## src/rtl/pipe_stage_elastic.sv

```systemverilog
// Elastic pipeline register: valid/ready handshake with a main slot and a skid slot.
// All outputs come straight from flops, so in_ready has no combinational path from out_ready.
module pipe_stage_elastic #(
  parameter int                DATA_W      = 106,
  parameter int                CTRL_W      = 4,
  parameter logic [CTRL_W-1:0] BUBBLE_CTRL = '0,
  parameter bit                CLEAR_DATA  = 1'b1
) (
  input  logic              clk,
  input  logic              rst,
  input  logic              flush,
  input  logic              in_valid,
  output logic              in_ready,
  input  logic [CTRL_W-1:0] in_ctrl,
  input  logic [DATA_W-1:0] in_data,
  output logic              out_valid,
  input  logic              out_ready,
  output logic [CTRL_W-1:0] out_ctrl,
  output logic [DATA_W-1:0] out_data,
  output logic [1:0]        occupancy
);

  typedef enum logic [1:0] {
    S_EMPTY = 2'd0,
    S_ONE   = 2'd1,
    S_TWO   = 2'd2
  } state_t;

  state_t            r_state;
  logic              r_in_ready;
  logic [CTRL_W-1:0] r_main_ctrl;
  logic [DATA_W-1:0] r_main_data;
  logic [CTRL_W-1:0] r_skid_ctrl;
  logic [DATA_W-1:0] r_skid_data;

  state_t w_next;
  logic   w_accept;
  logic   w_drain;
  logic   w_load_main_in;
  logic   w_load_main_skid;
  logic   w_load_skid;
  logic   w_to_empty;

  assign w_accept = in_valid & r_in_ready;
  assign w_drain  = (r_state != S_EMPTY) & out_ready;

  // Next-state and slot-load decisions; flush overrides every handshake.
  always_comb begin
    w_next           = r_state;
    w_load_main_in   = 1'b0;
    w_load_main_skid = 1'b0;
    w_load_skid      = 1'b0;
    w_to_empty       = 1'b0;
    if (flush) begin
      w_next     = S_EMPTY;
      w_to_empty = 1'b1;
    end else begin
      case (r_state)
        S_EMPTY: begin
          if (w_accept) begin
            w_next         = S_ONE;
            w_load_main_in = 1'b1;
          end else begin
            w_next = S_EMPTY;
          end
        end
        S_ONE: begin
          if (w_accept && w_drain) begin
            w_load_main_in = 1'b1;
          end else if (w_accept) begin
            w_next      = S_TWO;
            w_load_skid = 1'b1;
          end else if (w_drain) begin
            w_next     = S_EMPTY;
            w_to_empty = 1'b1;
          end else begin
            w_next = S_ONE;
          end
        end
        S_TWO: begin
          if (w_drain) begin
            w_next           = S_ONE;
            w_load_main_skid = 1'b1;
          end else begin
            w_next = S_TWO;
          end
        end
        default: begin
          w_next     = S_EMPTY;
          w_to_empty = 1'b1;
        end
      endcase
    end
  end

  // State and registered in_ready (low throughout reset, rises on the first edge after).
  always_ff @(posedge clk or posedge rst) begin
    if (rst) begin
      r_state    <= S_EMPTY;
      r_in_ready <= 1'b0;
    end else begin
      r_state    <= w_next;
      r_in_ready <= (w_next != S_TWO);
    end
  end

  // Main slot; ctrl parks at the bubble code whenever the stage empties.
  always_ff @(posedge clk or posedge rst) begin
    if (rst) begin
      r_main_ctrl <= BUBBLE_CTRL;
      r_main_data <= '0;
    end else if (w_to_empty) begin
      r_main_ctrl <= BUBBLE_CTRL;
      if (CLEAR_DATA) begin
        r_main_data <= '0;
      end else begin
        r_main_data <= r_main_data;
      end
    end else if (w_load_main_in) begin
      r_main_ctrl <= in_ctrl;
      r_main_data <= in_data;
    end else if (w_load_main_skid) begin
      r_main_ctrl <= r_skid_ctrl;
      r_main_data <= r_skid_data;
    end else begin
      r_main_ctrl <= r_main_ctrl;
      r_main_data <= r_main_data;
    end
  end

  // Skid slot, only written when the main slot is stalled and a new entry arrives.
  always_ff @(posedge clk or posedge rst) begin
    if (rst) begin
      r_skid_ctrl <= BUBBLE_CTRL;
      r_skid_data <= '0;
    end else if (flush) begin
      r_skid_ctrl <= BUBBLE_CTRL;
      if (CLEAR_DATA) begin
        r_skid_data <= '0;
      end else begin
        r_skid_data <= r_skid_data;
      end
    end else if (w_load_skid) begin
      r_skid_ctrl <= in_ctrl;
      r_skid_data <= in_data;
    end else begin
      r_skid_ctrl <= r_skid_ctrl;
      r_skid_data <= r_skid_data;
    end
  end

  assign in_ready  = r_in_ready;
  assign out_valid = (r_state != S_EMPTY);
  assign out_ctrl  = r_main_ctrl;
  assign out_data  = r_main_data;
  assign occupancy = r_state;

endmodule
```

## config.mk

```make
export PLATFORM = sky130hd
export DESIGN_NAME = pipe_stage_elastic
export DESIGN_NICKNAME = d
export VERILOG_FILES = /design/src/rtl/pipe_stage_elastic.sv
export SDC_FILE = /design/constraint.sdc
export NUM_CORES = 1
export LEC_CHECK = 0
export BUFFER_PORTS_ARGS = -buffer_cell sky130_fd_sc_hd__buf_4
export CELL_PAD_IN_SITES_DETAIL_PLACEMENT = 2
export CELL_PAD_IN_SITES_GLOBAL_PLACEMENT = 2
export CORE_MARGIN = 2
export CORE_UTILIZATION = 36
export CTS_CLUSTER_SIZE = 16
export DETAILED_ROUTE_END_ITERATION = 8
export GPL_TIMING_DRIVEN = 0
export MAX_ROUTING_LAYER = met4
export PLACE_DENSITY_LB_ADDON = 0.1
export RECOVER_POWER = 100
export SLEW_MARGIN = 20
export SYNTH_ARGS = -nofsm -noshare
export SYNTH_HDL_FRONTEND = slang
export SYNTH_SLANG_ARGS = --single-unit
export TNS_END_PERCENT = 20
```

## constraint.sdc

```tcl
create_clock -name clk -period 11.2 [get_ports clk]
set_input_delay 3.36 -clock clk [delete_from_list [all_inputs] [get_ports clk]]
set_output_delay 3.36 -clock clk [all_outputs]
set_load 0.05 [all_outputs]
```

==> metrics <==
drt first-iter violations between 200 and 300; final estimated routing congestion in global placement 0.783; PostCTS Resize Cnt 0; main area contributors after synthesis dfrtp_1, mux2i_1, a22o_1; final critical path time including I/O delays and setup 5.12 ns; highest clock frequency the design can meet just under 200 MHz; yosys warns 0; total power density per cell area between 150 and 200 nW/um^2; quantity of I/O buffers inserted on ports 228; Synth-to-Final Area Change 28.7%; startpoint of the worst hold path out_data[16]$_DFFE_PP0P_; CTS Sinks 223; worst-path cell with the longest stage delay clkbuf_1; library cell occupying the most area in the post-synthesis netlist dfrtp_1; Worst path top cell family by delay buffers and inverters; Worst VDD drop 0.0943 mV; r2r startpoint occupancy[0]$_DFF_PP0_; post-placement setup slack 5.73 ns; Finished Cell Area 11700 sq um; Avg Inst Size Synth 14.3 sq um; Worst Path Class, Setup in2reg; maximum cell stage delay along the critical path about 0.67 ns; ratio of final minimum period to clock period 0.457; post-synthesis cell count around 640; clock transition at the registers of the reported paths 0.06 ns; root buffer cell clkbuf_16; Critical Path Most Common Cell clkbuf_1; Arrival @ worst endpoint 5.58 ns; required arrival time at the worst endpoint 11.66 ns; Global Route Usage Sum 0.227; Yosys top cell area share 0.615; Core Region 25000 sq um; min-delay worst type reg2reg; maximum number of pins on one net before global-route repair around 100; share of cells above drive strength 1 0.191; number of synthesized register bits around 220; CTS hold repair buffers 0; Avg WL per Cell 23.1 microns; number of max-capacitance violations reported 0; number of nets in the layout 1009; number of post-CTS setup repair buffers 0; antenna violations before repair 1; post-detailed-placement cell area 11300 sq um; DRC Markers 0; mapped cell area 9070 sq um; final wirelength 28700 microns; clock tree from TritonCTS yes; setup ws final 6.08 ns; insertion delay to the later sink of the worst-skew pair 0.53 ns; height of the die 163 microns; Worst-Margin Slew approximately 1.4 ns; setup repair after global routing missed its margin no; post-synthesis cell type count 22; total CTS buffers 26; length of the first detailed-routing pass in iterations 4; via count of the first global-routing pass 7607; headroom to the max-slew limit 0.0879; Final setup violation count 0; critical path cell sequence clkbuf_4, nand2_1, nor4b_1, clkbuf_1, clkbuf_1, a22o_1; remaining antenna violation count 0; via density per instance 5.39; Initial Utilization 0.363; synthesized netlist net count 751; max-slew violations 0; wire length of the first global-routing pass 45500 microns; Horiz. Die Dim 163 microns; Setup crit start in_valid; die area 26500 sq um; sort of element at the end of the critical path flip-flop; Worst Path Max Fanout 10; result of the run finished clean; clock skew 0.0141 ns; vias after detailed routing 6699; count of standard-cell rows just under 60; Boundary Pins 229; number of levels in the clock H-tree 1; sequential cell area fraction in the yosys report 0.615; element type at the critical path start primary input; Bufs and invs on worst path 3; maximum buffer depth of the clock tree 3; global route total overflow 0; Pleak 5.78 nW; total count of hold-check failures in the final report 0; post-DP HPWL 19600 microns
[power by group]
group	internal, mW	switching [mW]
clock	0.512	0.335
combinational	0.0770	0.157
sequential	0.829	0.0151
[final timing paths]
check | end | slack, ns | cells after the start
max | r_skid_data[81]$_DFFE_PP0P_ | 6.08 | 6
max reg2reg | r_skid_data[81]$_DFFE_PP0P_ | 8.55 | 5
min in group asynchronous | out_data[45]$_DFFE_PP0P_ | 3.15 | 2
max in group asynchronous | r_skid_data[100]$_DFFE_PP0P_ | 6.97 | 3
min | out_data[16]$_DFFE_PP0P_ | 0.49 | 1
min reg2reg | out_data[16]$_DFFE_PP0P_ | 0.49 | 1
[cells in the final DEF, fill, tap and decap left out, drive strengths merged, types with 2 or more instances in the layout]
cell	instances
clkbuf	203
o2bb2ai	110
a22o	110
buf	128
dfrtp	223
clkinv	6
mux2i	110
nor4b	2
inv	2
nor2	5
[final cells by class]
| cell class | instances | area (sq um) |
|---|---|---|
| sequential | 223 | 5580 |
| clock inverter | 7 | 60.1 |
| inverter | 3 | 12.5 |
| buffer | 62 | 318 |
| fill | 2545 | 13300 |
| clock buffer | 39 | 801 |
| multi-input combinational | 348 | 3150 |
| timing repair buffer | 230 | 1340 |
| tap | 330 | 413 |
| antenna | 1 | 2.50 |
[cells by family (layout without fill, tap and decap cells)]
logic type                count (synthesis)  after routing  share of synthesized area
AOI/OAI and AO/OA                       224            224                      0.216
DFF                                     223            223                      0.615
muxes                                   110            110                      0.121
buffers and inverters                    65            341                     0.0379
and+or+nand+nor                          12             12                    0.00827
xor gates and xnor gates                  2              2                    0.00193
other                                     0              1                          0
[stage by stage]
| stage | util | total power, mW | hold slack [ns] | setup TNS (ns) | instances |
|---|---|---|---|---|---|
| 6_report | 0.468 | 1.93 | 0.491 | 0 | 1243 |
| 5_1_grt | 0.468 | 2.00 | 0.505 | 0 | 1243 |
| 4_1_cts | 0.486 | 1.97 | 0.493 | 0 | 1242 |
| 3_5_place_dp | 0.451 | 1.11 | 0.475 | 0 | 1196 |
| 3_3_place_gp | 0.449 | 1.09 | 0.475 | -118.38 | 1194 |
| 2_1_floorplan | - | 0.999 | 0.473 | 0 | 636 |
[per-layer routing]
layer | track usage | part of all wire | vias to the layer above
met5 | - | 0 | -
met4 | 0.0547 | 0.021 | 0
met3 | 0.0435 | 0.056 | 41
met2 | 0.375 | 0.50 | 182
met1 | 0.289 | 0.42 | 3515
li1 | - | - | 2961
[flip-flops by register name, summed over array words and instances, names as in the netlist]
name	flops
in_ready	1
occupancy	2
out_ctrl	4
out_data	106
r_skid_ctrl	4
r_skid_data	106
[synthesized netlist by cell type]
cell type and number:
dfrtp_1 223, a22o_1 110, mux2i_1 110, o2bb2ai_1 110
clkbuf_1 35, buf_2 14, buf_6 11, nor2_1 5
inv_1 3, buf_1 2, nor4b_1 2, a21oi_1 1
a2bb2oi_1 1, nand2_1 1, nand2b_1 1, nand3b_1 1
nor2b_4 1, o21a_1 1, o31ai_1 1, or4_1 1
xnor2_1 1, xor2_1 1
No activity file was read; power rests on OpenSTA's default activity.
